**config.mk**
```make
export PLATFORM = sky130hd
export DESIGN_NAME = mdio_phy_responder
export DESIGN_NICKNAME = d
export VERILOG_FILES = /design/src/rtl/mdio_phy_responder.sv
export SDC_FILE = /design/constraint.sdc
export NUM_CORES = 1
export LEC_CHECK = 0
export CAP_MARGIN = 40
export CORE_ASPECT_RATIO = 0.8
export CORE_UTILIZATION = 40
export DETAILED_ROUTE_END_ITERATION = 10
export HOLD_SLACK_MARGIN = 0.06
export PLACE_DENSITY = 0.65
export SYNTH_ARGS = -nofsm -noshare
export SYNTH_HDL_FRONTEND = slang
export SYNTH_SLANG_ARGS = --single-unit
```
**constraint.sdc**
```tcl
create_clock -name clk_eth_i -period 7.65 [get_ports clk_eth_i]
set_input_delay 1.53 -clock clk_eth_i [delete_from_list [all_inputs] [get_ports clk_eth_i]]
set_output_delay 1.53 -clock clk_eth_i [all_outputs]
set_load 0.02 [all_outputs]
```
**src/rtl/mdio_phy_responder.sv**
```systemverilog
// rtl/mdio_phy_responder.sv - Clause 22 MDIO PHY-side responder with indirect extended registers
//
// Purpose:
//    Oversamples MDC/MDIO on clk_eth_i and decodes Clause 22 write and read frames
//    addressed to PHY_ADDR. Read data goes back on the MDIO tristate. Extended
//    registers are reached through REGCR (0x0D) / ADDAR (0x0E). Three of them are
//    implemented and exported.
//
// Ports:
//    clk_eth_i        Ethernet clock, all logic on rising edge
//    rst_eth_i        synchronous active-high reset
//    mdio_mdc_i       MDC from the master (asynchronous)
//    mdio_mdio_i      MDIO pad input
//    mdio_mdio_o      MDIO drive value
//    mdio_mdio_t      MDIO tristate enable (1 = released, 0 = driving)
//    busy_o           frame decode in progress
//    ext_wr_o         one-cycle pulse on every extended-register write
//    ext_addr_o       extended address of the last extended write
//    cfg4_o           extended register 0x0031
//    sgmiictl1_o      extended register 0x00D3
//    sgmii_10m_cfg_o  extended register 0x016F

module mdio_phy_responder #(
   parameter logic [4:0]  PHY_ADDR = 5'h03,
   parameter logic [15:0] PHY_ID1  = 16'h2000,
   parameter logic [15:0] PHY_ID2  = 16'hA231,
   parameter int          PRE_LEN  = 32
) (
   input  logic        clk_eth_i,
   input  logic        rst_eth_i,
   input  logic        mdio_mdc_i,
   input  logic        mdio_mdio_i,
   output logic        mdio_mdio_o,
   output logic        mdio_mdio_t,
   output logic        busy_o,
   output logic        ext_wr_o,
   output logic [15:0] ext_addr_o,
   output logic [15:0] cfg4_o,
   output logic [15:0] sgmiictl1_o,
   output logic [15:0] sgmii_10m_cfg_o
);

   localparam logic [5:0]  PRE_MAX    = 6'(PRE_LEN);
   localparam logic [15:0] EXT_CFG4   = 16'h0031;
   localparam logic [15:0] EXT_SGCTL1 = 16'h00D3;
   localparam logic [15:0] EXT_SG10M  = 16'h016F;

   typedef enum logic [2:0] {
      S_PRE, S_ST, S_OP, S_PHYAD, S_REGAD, S_TA, S_WDATA, S_RDATA
   } state_t;

   state_t state, state_nxt;

   // Synchronizers and MDC edge detection
   logic mdc_s1, mdc_s2, mdc_d;
   logic mdio_s1, mdio_s2;
   logic mdc_rise, mdc_fall, bit_in;

   assign mdc_rise = mdc_s2 & ~mdc_d;
   assign mdc_fall = ~mdc_s2 & mdc_d;
   assign bit_in   = mdio_s2;

   // Frame decode state
   logic [5:0]  pre_cnt;
   logic [4:0]  bit_cnt;
   logic        op_hi;
   logic        op_rd;
   logic [4:0]  phyad;
   logic [4:0]  regad;
   logic [4:0]  regad_full;
   logic [15:0] wdata;
   logic [15:0] rdata_sh;
   logic        wr_commit;

   // Output drive registers and their next values
   logic drv_o, drv_t;
   logic drv_o_nxt, drv_t_nxt;

   // Register storage
   logic [15:0] regfile [32];
   logic [15:0] ext_addr_lat;
   logic [15:0] cfg4, sgctl1, sg10m;
   logic        ext_wr;
   logic [15:0] ext_addr_q;
   logic [1:0]  regcr_fn;
   logic [4:0]  regcr_devad;
   logic [15:0] ext_rd;
   logic [15:0] rd_val;

   assign regcr_fn    = regfile[5'h0D][15:14];
   assign regcr_devad = regfile[5'h0D][4:0];

   // The last REGAD bit is still in flight when the read word is latched
   assign regad_full = {regad[3:0], bit_in};

   always_comb begin
      ext_rd = 16'h0000;
      case (ext_addr_lat)
         EXT_CFG4:   ext_rd = cfg4;
         EXT_SGCTL1: ext_rd = sgctl1;
         EXT_SG10M:  ext_rd = sg10m;
         default:    ext_rd = 16'h0000;
      endcase
   end

   always_comb begin
      rd_val = 16'h0000;
      case (regad_full)
         5'h02:   rd_val = PHY_ID1;
         5'h03:   rd_val = PHY_ID2;
         5'h0E: begin
            if (regcr_fn == 2'b00)
               rd_val = ext_addr_lat;
            else if (regcr_devad == 5'h1F)
               rd_val = ext_rd;
            else
               rd_val = 16'h0000;
         end
         default: rd_val = regfile[regad_full];
      endcase
   end

   // FSM: state register
   always_ff @(posedge clk_eth_i) begin
      if (rst_eth_i)
         state <= S_PRE;
      else
         state <= state_nxt;
   end

   // FSM: next state
   always_comb begin
      state_nxt = state;
      case (state)
         S_PRE: begin
            if (mdc_rise && !bit_in && pre_cnt == PRE_MAX)
               state_nxt = S_ST;
         end
         S_ST: begin
            if (mdc_rise)
               state_nxt = bit_in ? S_OP : S_PRE;
         end
         S_OP: begin
            // 01 and 10 are the only legal opcodes, i.e. the two bits differ
            if (mdc_rise && bit_cnt == 5'd1)
               state_nxt = (op_hi != bit_in) ? S_PHYAD : S_PRE;
         end
         S_PHYAD: begin
            if (mdc_rise && bit_cnt == 5'd4)
               state_nxt = S_REGAD;
         end
         S_REGAD: begin
            // Foreign frames are dropped here, before any turnaround drive
            if (mdc_rise && bit_cnt == 5'd4)
               state_nxt = (phyad == PHY_ADDR) ? S_TA : S_PRE;
         end
         S_TA: begin
            if (mdc_rise && bit_cnt == 5'd1)
               state_nxt = op_rd ? S_RDATA : S_WDATA;
         end
         S_WDATA: begin
            if (mdc_rise && bit_cnt == 5'd15)
               state_nxt = S_PRE;
         end
         S_RDATA: begin
            if (mdc_fall && bit_cnt == 5'd16)
               state_nxt = S_PRE;
         end
         default: state_nxt = S_PRE;
      endcase
   end

   // FSM: outputs
   always_comb begin
      busy_o    = (state != S_PRE);
      drv_o_nxt = drv_o;
      drv_t_nxt = drv_t;
      case (state)
         S_TA: begin
            // Second turnaround bit is driven low by the PHY on reads
            if (mdc_fall && op_rd && bit_cnt == 5'd1) begin
               drv_t_nxt = 1'b0;
               drv_o_nxt = 1'b0;
            end
         end
         S_RDATA: begin
            if (mdc_fall) begin
               if (bit_cnt == 5'd16) begin
                  drv_t_nxt = 1'b1;
                  drv_o_nxt = 1'b1;
               end else begin
                  drv_o_nxt = rdata_sh[15];
               end
            end
         end
         default: begin
            drv_t_nxt = 1'b1;
            drv_o_nxt = 1'b1;
         end
      endcase
   end

   // Datapath
   always_ff @(posedge clk_eth_i) begin
      if (rst_eth_i) begin
         mdc_s1       <= 1'b0;
         mdc_s2       <= 1'b0;
         mdc_d        <= 1'b0;
         mdio_s1      <= 1'b1;
         mdio_s2      <= 1'b1;
         pre_cnt      <= 6'd0;
         bit_cnt      <= 5'd0;
         op_hi        <= 1'b0;
         op_rd        <= 1'b0;
         phyad        <= 5'd0;
         regad        <= 5'd0;
         wdata        <= 16'h0000;
         rdata_sh     <= 16'h0000;
         wr_commit    <= 1'b0;
         drv_o        <= 1'b1;
         drv_t        <= 1'b1;
         ext_wr       <= 1'b0;
         ext_addr_q   <= 16'h0000;
         ext_addr_lat <= 16'h0000;
         cfg4         <= 16'h0000;
         sgctl1       <= 16'h0000;
         sg10m        <= 16'h0000;
         for (int i = 0; i < 32; i++)
            regfile[i] <= 16'h0000;
      end else begin
         mdc_s1    <= mdio_mdc_i;
         mdc_s2    <= mdc_s1;
         mdc_d     <= mdc_s2;
         mdio_s1   <= mdio_mdio_i;
         mdio_s2   <= mdio_s1;
         drv_o     <= drv_o_nxt;
         drv_t     <= drv_t_nxt;
         wr_commit <= 1'b0;
         ext_wr    <= 1'b0;

         if (state_nxt != state)
            bit_cnt <= 5'd0;
         else if (mdc_rise && state != S_PRE)
            bit_cnt <= bit_cnt + 5'd1;

         if (mdc_rise) begin
            case (state)
               S_PRE: begin
                  if (!bit_in)
                     pre_cnt <= 6'd0;
                  else if (pre_cnt != PRE_MAX)
                     pre_cnt <= pre_cnt + 6'd1;
               end
               S_OP: begin
                  if (bit_cnt == 5'd0)
                     op_hi <= bit_in;
                  else
                     op_rd <= op_hi;
               end
               S_PHYAD: phyad <= {phyad[3:0], bit_in};
               S_REGAD: begin
                  regad <= regad_full;
                  if (bit_cnt == 5'd4)
                     rdata_sh <= rd_val;
               end
               S_WDATA: begin
                  wdata <= {wdata[14:0], bit_in};
                  if (bit_cnt == 5'd15)
                     wr_commit <= 1'b1;
               end
               default: ;
            endcase
         end

         if (mdc_fall && state == S_RDATA && bit_cnt != 5'd16)
            rdata_sh <= {rdata_sh[14:0], 1'b0};

         // Commit one cycle after the last data rise, once wdata holds the full word
         if (wr_commit) begin
            case (regad)
               5'h02, 5'h03: ;
               5'h0E: begin
                  if (regcr_fn == 2'b00) begin
                     ext_addr_lat <= wdata;
                  end else if (regcr_devad == 5'h1F) begin
                     ext_wr     <= 1'b1;
                     ext_addr_q <= ext_addr_lat;
                     case (ext_addr_lat)
                        EXT_CFG4:   cfg4   <= wdata;
                        EXT_SGCTL1: sgctl1 <= wdata;
                        EXT_SG10M:  sg10m  <= wdata;
                        default: ;
                     endcase
                  end
               end
               default: regfile[regad] <= wdata;
            endcase
         end
      end
   end

   assign mdio_mdio_o     = drv_o;
   assign mdio_mdio_t     = drv_t;
   assign ext_wr_o        = ext_wr;
   assign ext_addr_o      = ext_addr_q;
   assign cfg4_o          = cfg4;
   assign sgmiictl1_o     = sgctl1;
   assign sgmii_10m_cfg_o = sg10m;

endmodule

```
==> results_dict.tcl, run 1 <==
set metrics [dict create \
    final-hold-violation-count 0 \
    setup_violations 0 \
    start_util 0.405 \
    synth.avg_cell_area_sq_um 12.8 \
    worstMarginPinSlew_ps 906 \
    clockRootBuffer "clkbuf_16" \
    path_cells "buf_4, nand4_1, nor2_1, or2_2" \
    rr_startpoint "regad[1]$_SDFFE_PP0P_" \
    rsz0062_at_grt "no" \
    wirelength_microns 82500 \
    worstSetupPathType "reg2reg" \
    dpl.hpwl_microns 55500 \
    layout.nets 2318 \
    nFillCells 6350 \
    antenna_found_initial 3 \
    postSynthCellCount 2284 \
    critPathMaxFanout 54 \
    layout.cells.non_filler 3300 \
    ys_seq_area_frac 0.617 \
    slowest_delay_ps 880 \
    io_pins 72 \
    ctsHtreeMaxLevel 2 \
    grt_usage 0.220 \
    setup_tns_ps 0 \
    gp_congestion 0.920 \
    synth_area_sq_mm 0.0293 \
    hold_path.class "reg2reg" \
    startpoint_type "flop" \
    route.detailed.drc 0 \
    cts_setup_buffers 0 \
    crit_slowest_cell "dfxtp_4" \
    clock-sinks 650 \
    postCtsResizedCells 0 \
    clock_latency_ps 630 \
    cap_viol_max_count 0 \
    grt_overflow_total 0 \
    critPathRequiredTime_ps 7920 \
    hold_buffers 0 \
    yosys_warnings 0 \
    grt_pass1_wl_microns 122000 \
    die_w_microns 304 \
    place_inst 3192 \
    power_density_mw_per_mm2 218 \
    drt_iter0_drc 2358 \
    period_share 0.535 \
    cts_buffer_depth 3 \
    setup_ws_ps 3560 \
    endpoint_kind "flop" \
    synthArstFlopShare 0 \
    syn2layout_area_growth_pct 12.9 \
    pre_cts_ws_ps 3230 \
    dieArea_sq_mm 0.0742 \
    p_leak_nw 10.9 \
    drt-vias-per-instance 5.76 \
    clkSlewWorstSetupHoldPaths_ps 70 \
    drive_gt1_frac 0.137 \
    slew_headroom 0.380 \
    synth_cell_types 73 \
    power_w 0.00718 \
    num_vias 18996 \
    grt_pass1_vias 17983 \
    cts_tree "done" \
    critPathArrivalTime_ps 4370 \
    peakVddDrop_mv 0.200 \
    synth_seq_cells 650 \
    first_pass_iters 6 \
    final-max-slew-violation-count 0 \
    avgRoutedWirePerCell_microns 25.0 \
    rows 88 \
    cts_buffers 59 \
    synth_edf_count 503 \
    io_buffers 71 \
    grt_max_degree 104 \
    holdWs_ps 429 \
    layout_min_cycle_time_ps 4090 \
    crit_path_start "regad[1]$_SDFFE_PP0P_" \
    antenna_left 0 \
    clock_skew_ps 24.5 \
    min_from "mdio_s1$_SDFF_PP1_" \
    outcome "complete, no violations" \
    cp_top_family "simple AND/OR/NAND/NOR gates" \
    fmax_ghz 0.244 \
    core-area_sq_mm 0.0722 \
    ys.flop_type "edfxtp_1" \
    worst-path-buf-inv 1 \
    die_h_microns 244 \
]
cell usage in the layout, fill, tap and decap left out, types with 7 or more instances in the layout:
cell | Yosys | final
a21oi_1 | 115 | 115
nor2b_1 | 20 | 20
mux2i_1 | 56 | 56
buf_12 | 0 | 14
conb_1 | 1 | 39
dfxtp_1 | 147 | 128
clkbuf_16 | 0 | 61
nor3_1 | 28 | 26
dfxtp_2 | 0 | 17
nor2_1 | 90 | 90
clkinv_2 | 0 | 17
clkdlybuf4s50_1 | 0 | 70
nand2_1 | 231 | 231
mux2_2 | 10 | 10
a222oi_1 | 8 | 8
a21boi_0 | 7 | 7
edfxtp_1 | 503 | 503
and2_1 | 468 | 468
nand3_1 | 26 | 26
or2_2 | 34 | 34
nor4_1 | 9 | 9
a311oi_1 | 8 | 8
o21ai_0 | 13 | 13
mux4_2 | 113 | 113
or3_1 | 10 | 10
buf_4 | 1 | 32
inv_1 | 8 | 9
a22oi_1 | 30 | 30
a221o_1 | 9 | 9
a211oi_1 | 11 | 11
clkbuf_1 | 151 | 14
nand4_1 | 9 | 9
nand2b_1 | 9 | 9
o22ai_1 | 17 | 17
nand3b_1 | 7 | 7
cells by family (layout without fill, tap and decap cells):
kind of cell	Yosys count	in the layout	share of synthesized area
compound gates	267	267	0.0605
flops	650	650	0.617
mux	179	179	0.110
xor+xnor	9	9	0.00269
fa+ha+maj	6	6	0.00257
other cells	1	40	0.000128
simple gates	967	967	0.179
buf+inv	205	237	0.0277
synthesized netlist by cell type (all sizes together) (11+ instances only):
cell type | number | share of area
nor2b | 20 | 0.0043
nand3 | 26 | 0.0044
a21oi | 115 | 0.020
or2 | 34 | 0.0073
edfxtp | 503 | 0.52
buf | 46 | 0.0073
o22ai | 17 | 0.0036
dfxtp | 147 | 0.10
nor2 | 90 | 0.012
nor3 | 29 | 0.0051
a22oi | 30 | 0.0077
and2 | 469 | 0.10
clkbuf | 151 | 0.019
mux4 | 113 | 0.087
nand2 | 231 | 0.030
o21ai | 13 | 0.0022
mux2i | 56 | 0.019
a211oi | 11 | 0.0028
worst register-to-register path, stage by stage, from the launching register on:
cell     delay (ps)
dfxtp_4         880
buf_4           680
nand4_1         810
nor2_1          890
or2_2           480
path summary, 6_finish.rpt:
check	slack [ps]	endpoint	cells after the start
worst min-delay path	430	bit_in$_SDFF_PP1_	1
worst max register to register	3560	regfile[23][4]$_SDFFCE_PN0P_	4
worst min register to register	430	bit_in$_SDFF_PP1_	1
worst max-delay path	3560	regfile[23][4]$_SDFFCE_PN0P_	4
sequential cells by signal, indices dropped and copies added (netlist names), 3 cells and up:
name	flops
sgmii_10m_cfg_o	16
wdata	16
bit_cnt	5
rdata_sh	16
cfg4_o	16
state	3
sgmiictl1_o	16
regad	5
regfile	503
phyad	5
ext_addr_o	16
pre_cnt	6
ext_addr_lat	16
stage by stage:
| stage | area [sq um] | util |
|---|---|---|
| floorplan | 29400 | - |
| global placement | 30800 | 0.426 |
| detailed placement | 31100 | 0.431 |
| CTS | 33000 | 0.457 |
| global route | 33000 | 0.457 |
| finish | 33000 | 0.457 |
layout make-up:
type	instances	area, sq um	area share
inverters	8	30.0	0.000910
clock inverters	31	275	0.00834
clock buffers	76	1590	0.0482
flip-flops and latches	650	18100	0.548
diodes	1	2.50	0.0000758
repair buffers	122	1310	0.0396
multi-input cells	1467	10500	0.319
well taps	945	1180	0.0358
layer usage:
| metal | part of all wire | vias to the layer above | routed length, microns | global-route usage |
|---|---|---|---|---|
| met5 | 0 | - | 0 | 0 |
| met4 | 0.024 | 0 | 1970 | 0.0564 |
| met3 | 0.10 | 129 | 8580 | 0.0424 |
| met2 | 0.44 | 1002 | 36300 | 0.330 |
| met1 | 0.43 | 9593 | 35600 | 0.327 |
| li1 | - | 8272 | - | - |
power by group:
group,internal [W],switching (W)
logic,0.0000937,0.000147
clock network,0.00163,0.00131
registers,0.00394,0.0000617
(Power assumes the default switching activity.)
==> run 2: changes to the inputs <==
--- a/config.mk
+++ b/config.mk
@@ -10,7 +10,7 @@
 export CORE_UTILIZATION = 40
 export DETAILED_ROUTE_END_ITERATION = 10
 export HOLD_SLACK_MARGIN = 0.06
-export PLACE_DENSITY = 0.65
+export PLACE_DENSITY = 0.67
 export SYNTH_ARGS = -nofsm -noshare
 export SYNTH_HDL_FRONTEND = slang
 export SYNTH_SLANG_ARGS = --single-unit
==> constraint.sdc (replaced) <==
create_clock -name clk_eth_i -period 3.3 [get_ports clk_eth_i]
set_input_delay 0.66 -clock clk_eth_i [delete_from_list [all_inputs] [get_ports clk_eth_i]]
set_output_delay 0.66 -clock clk_eth_i [all_outputs]
set_load 0.02 [all_outputs]
==> run 2 against run 1 <==
Effect of this change: cell count up 1.2%; core utilization up 0.56 points; setup slack worse by 3400 ps; hold slack better by 29 ps; non-clock buffer count up 35; critical endpoint is now rdata_sh[12]$_SDFFE_PP0P_; largest cell class unchanged; highest routed layer unchanged.
==> results_dict.tcl, run 2 (synthesis results as in run 1) <==
set metrics [dict create \
    drt_iter0_drc 2273 \
    grt_pass1_vias 18607 \
    rows 88 \
    largest_reg_flops 503 \
    cp_top_family "simple AND/OR/NAND/NOR gates" \
    first_pass_iters 8 \
    crit_path_start "ext_addr_lat[11]$_SDFFE_PP0P_" \
    power_w 0.0170 \
    cts_buffers 61 \
    critPathRequiredTime_ps 3900 \
    avgRoutedWirePerCell_microns 25.2 \
    dpl.hpwl_microns 55800 \
    wirelength_microns 84000 \
    final_cell_mix "edfxtp_1 (503), and2_1 (468), nand2_1 (231)" \
    grt_overflow_total 0 \
    layout_min_cycle_time_ps 3170 \
    die_w_microns 304 \
    final_common_cell "edfxtp_1" \
    critical_path_depth 6 \
    start_util 0.405 \
    setup_violations 0 \
    r2r_cells 6 \
    antenna_left 0 \
    rr_startpoint "ext_addr_lat[11]$_SDFFE_PP0P_" \
    p_leak_nw 11.1 \
    fmax_ghz 0.316 \
    cap_viol_max_count 0 \
    route.detailed.drc 0 \
    num_vias 19010 \
    die_h_microns 244 \
    holdWs_ps 458 \
    cts_buffer_depth 3 \
    ctsHtreeMaxLevel 2 \
    clock-sinks 650 \
    peakVddDrop_mv 0.379 \
    period_share 0.960 \
    endpoint_kind "flop" \
    final-max-slew-violation-count 0 \
    worst-path-buf-inv 1 \
    layout.nets 2355 \
    io_pins 72 \
    io_buffers 71 \
    core-area_sq_mm 0.0722 \
    slowest_delay_ps 880 \
    rsz0062_at_grt "no" \
    clock_skew_ps 33.6 \
    final-hold-violation-count 0 \
    cts_setup_buffers 0 \
    cts_tree "done" \
    worstSetupPathType "reg2reg" \
    outcome "complete, no violations" \
    path_cells "or4_1, nor4_2, buf_4, a22oi_1, a221oi_1, a211o_1" \
    crit_end "rdata_sh[12]$_SDFFE_PP0P_" \
    regMostFlops "regfile" \
    startpoint_type "flop" \
    setup_tns_ps 0 \
    dieArea_sq_mm 0.0742 \
    grt_pass1_wl_microns 125000 \
    worstMarginPinSlew_ps 985 \
    grt_max_degree 126 \
    clock_latency_ps 660 \
    critPathArrivalTime_ps 3760 \
    gp_congestion 0.965 \
    crit_slowest_cell "nor4_2" \
    n_antenna_cell 0 \
    drt-vias-per-instance 5.70 \
    slew_headroom 0.343 \
    r2r-end "rdata_sh[12]$_SDFFE_PP0P_" \
    grt_usage 0.226 \
    antenna_found_initial 6 \
    hold_path.class "reg2reg" \
    rrSetupSlack_ps 130 \
    critPathMaxFanout 8 \
    clockRootBuffer "clkbuf_16" \
    drive_gt1_frac 0.153 \
    clkSlewWorstSetupHoldPaths_ps 70 \
    syn2layout_area_growth_pct 14.2 \
    power_density_mw_per_mm2 509 \
]
## run 2: final cells by class
cell class              instances  area (sq um)
well taps                     945          1180
fillers                      6363         38800
clock inverters                31           330
repair buffers                157          1570
clock buffers                  80          1680
flip-flops and latches        650         18100
inverters                       8          30.0
multi-input cells            1467         10600
## run 2: worst min path at each step
stage,startpoint,endpoint,cells past startpoint
final,mdio_s1$_SDFF_PP1_,bit_in$_SDFF_PP1_,1
after detailed placement,mdio_s1$_SDFF_PP1_,bit_in$_SDFF_PP1_,1
after CTS,ext_addr_o[10]$_SDFFE_PP0P_,ext_addr_o[10]$_SDFFE_PP0P_,2
after global placement,ext_addr_o[5]$_SDFFE_PP0P_,ext_addr_o[5]$_SDFFE_PP0P_,2
after floorplan,mdio_s1$_SDFF_PP1_,bit_in$_SDFF_PP1_,1
after global routing,ext_addr_o[4]$_SDFFE_PP0P_,ext_addr_o[4]$_SDFFE_PP0P_,2
## run 2: where the power goes
group          total, W  internal [W]  switching [W]
clock           0.00719       0.00405        0.00314
combinational  0.000593      0.000228       0.000364
sequential      0.00923       0.00912       0.000107
## run 2: through the flow
stage / std cells / worst slack, ps / area (sq um) / util
after CTS: 3338 / 177 / 33400 / 0.463
after global placement: 3219 / 180 / 31200 / 0.432
after global routing: 3338 / 70.9 / 33400 / 0.463
after detailed placement: 3227 / 211 / 31400 / 0.435
after floorplan: 2322 / 887 / 29400 / -
final: 3338 / 133 / 33400 / 0.463
## run 2: repair_timing
action / 4_1_cts / 5_1_grt
resized for setup: 0 / 1
hold buffers: 0 / 0
endpoints found under the setup margin: 0 / 1
## run 2: routing by layer
metal,wire length (microns),global-route usage
met5,0,0
met4,1880,0.0570
met3,8420,0.0521
met2,37200,0.337
met1,36500,0.330
==> run 3: changes to the inputs <==
--- a/config.mk
+++ b/config.mk
@@ -8,6 +8,7 @@
 export CAP_MARGIN = 40
 export CORE_ASPECT_RATIO = 0.8
 export CORE_UTILIZATION = 40
+export CTS_BUF_LIST = sky130_fd_sc_hd__clkbuf_8 sky130_fd_sc_hd__clkbuf_16
 export DETAILED_ROUTE_END_ITERATION = 10
 export HOLD_SLACK_MARGIN = 0.06
 export PLACE_DENSITY = 0.67
==> run 3 against run 2 <==
Effect of this change: global-route usage hardly changed; clock power decreased by 0.6%; setup slack gained 28 ps; total power decreased by 0.25%; die area did not move; critical path depth stayed put; wire length barely moved; critical endpoint unchanged; largest power group unchanged; highest routed layer unchanged.
==> results_dict.tcl, run 3 (synthesis results as in run 1) <==
set metrics [dict create \
    route.detailed.drc 0 \
    fmax_ghz 0.319 \
    period_share 0.951 \
    gp_congestion 0.965 \
    worstSetupPathType "reg2reg" \
    rr_startpoint "ext_addr_lat[11]$_SDFFE_PP0P_" \
    clkSlewWorstSetupHoldPaths_ps 70 \
    syn2layout_area_growth_pct 14.2 \
    final_common_cell "edfxtp_1" \
    final-max-slew-violation-count 0 \
    min_from "mdio_s1$_SDFF_PP1_" \
    num_vias 19146 \
    setup_tns_ps 0 \
    antenna_left 0 \
    hold_path.class "reg2reg" \
    rrSetupSlack_ps 160 \
    rsz0062_at_grt "no" \
    start_util 0.405 \
    clock_latency_ps 660 \
    grt_overflow_total 0 \
    critPathArrivalTime_ps 3740 \
    cap_viol_max_count 0 \
    final_cell_mix "edfxtp_1 (503), and2_1 (468), nand2_1 (231)" \
    grt_pass1_wl_microns 125000 \
    outcome "complete, no violations" \
    first_pass_iters 6 \
    wirelength_microns 84100 \
    dpl.hpwl_microns 55800 \
    endpoint_kind "flop" \
    startpoint_type "flop" \
    cts_buffers 61 \
    peakVddDrop_mv 0.377 \
    power_density_mw_per_mm2 508 \
    io_pins 72 \
    antenna_found_initial 6 \
    dieArea_sq_mm 0.0742 \
    largest_reg_flops 503 \
    layout.nets 2355 \
    ctsHtreeMaxLevel 2 \
    avgRoutedWirePerCell_microns 25.2 \
    die_w_microns 304 \
    critPathMaxFanout 8 \
    final_util 0.463 \
    cts_buffer_depth 3 \
    cts_tree "done" \
    rows 88 \
    n_antenna_cell 0 \
    die_h_microns 244 \
    grt_max_degree 126 \
    clock_skew_ps 32.3 \
    slew_headroom 0.336 \
    clockRootBuffer "clkbuf_16" \
    worstMarginPinSlew_ps 996 \
    grt_usage 0.226 \
    regMostFlops "regfile" \
    io_buffers 71 \
    setup_violations 0 \
    drt_iter0_drc 2382 \
    clock-sinks 650 \
    grt_pass1_vias 18609 \
    drt-vias-per-instance 5.74 \
    p_leak_nw 11.2 \
    crit_path_start "ext_addr_lat[11]$_SDFFE_PP0P_" \
    core-area_sq_mm 0.0722 \
    final-hold-violation-count 0 \
    drive_gt1_frac 0.153 \
    critPathRequiredTime_ps 3900 \
    layout_min_cycle_time_ps 3140 \
]
==> run 3: cell count changes in the layout (fill, tap and decap cells not counted), sizes merged <==
cell	previous run	this run
clkbuf	80	67
inv	12	25
==> run 3: metrics by stage <==
step	cells	hold slack [ps]	cell area (sq um)	setup WS [ps]	power, W
4_1_cts	3338	463	33400	177	0.0171
6_report	3338	456	33400	161	0.0170
2_1_floorplan	2322	389	29400	887	0.00974
3_5_place_dp	3227	443	31400	211	0.00999
5_1_grt	3338	484	33400	70.9	0.0174
3_3_place_gp	3219	446	31200	180	0.00997
==> run 3: routing by layer <==
metal / vias up / track usage / share of wire
met2: 847 / 0.337 / 0.44
met1: 9813 / 0.330 / 0.44
li1: 8372 / - / -
met3: 114 / 0.0521 / 0.093
met4: 0 / 0.0570 / 0.022
met5: - / 0 / 0
==> run 3: what timing repair did <==
action | CTS | global route
hold buffers | 0 | 0
setup endpoints to repair | 0 | 1
gates resized for setup | 0 | 1
buffers inserted | 0 | 0
==> run 3: final cells by class <==
cell class,count,area (sq um)
clock inverter,44,379
multi-input combinational,1467,10600
clock buffer,67,1630
inverter,8,30.0
tap,945,1180
sequential,650,18100
timing repair buffer,157,1570
fill,6363,38800
==> run 3: worst paths after layout <==
path | endpoint | cells after the start
worst max-delay path | rdata_sh[12]$_SDFFE_PP0P_ | 6
worst min-delay path | bit_in$_SDFF_PP1_ | 1
worst max register to register | rdata_sh[12]$_SDFFE_PP0P_ | 6
worst min register to register | bit_in$_SDFF_PP1_ | 1
==> run 3: critical path: stages, from the launching register on <==
cell and delay (ps):
dfxtp_1 340, or4_1 680, nor4_2 890, buf_4 310, a22oi_1 110, a221oi_1 570, a211o_1 170
==> run 3: power by group <==
group	internal, W	switching, W
Combinational	0.000228	0.000364
Clock	0.00401	0.00314
Sequential	0.00912	0.000107
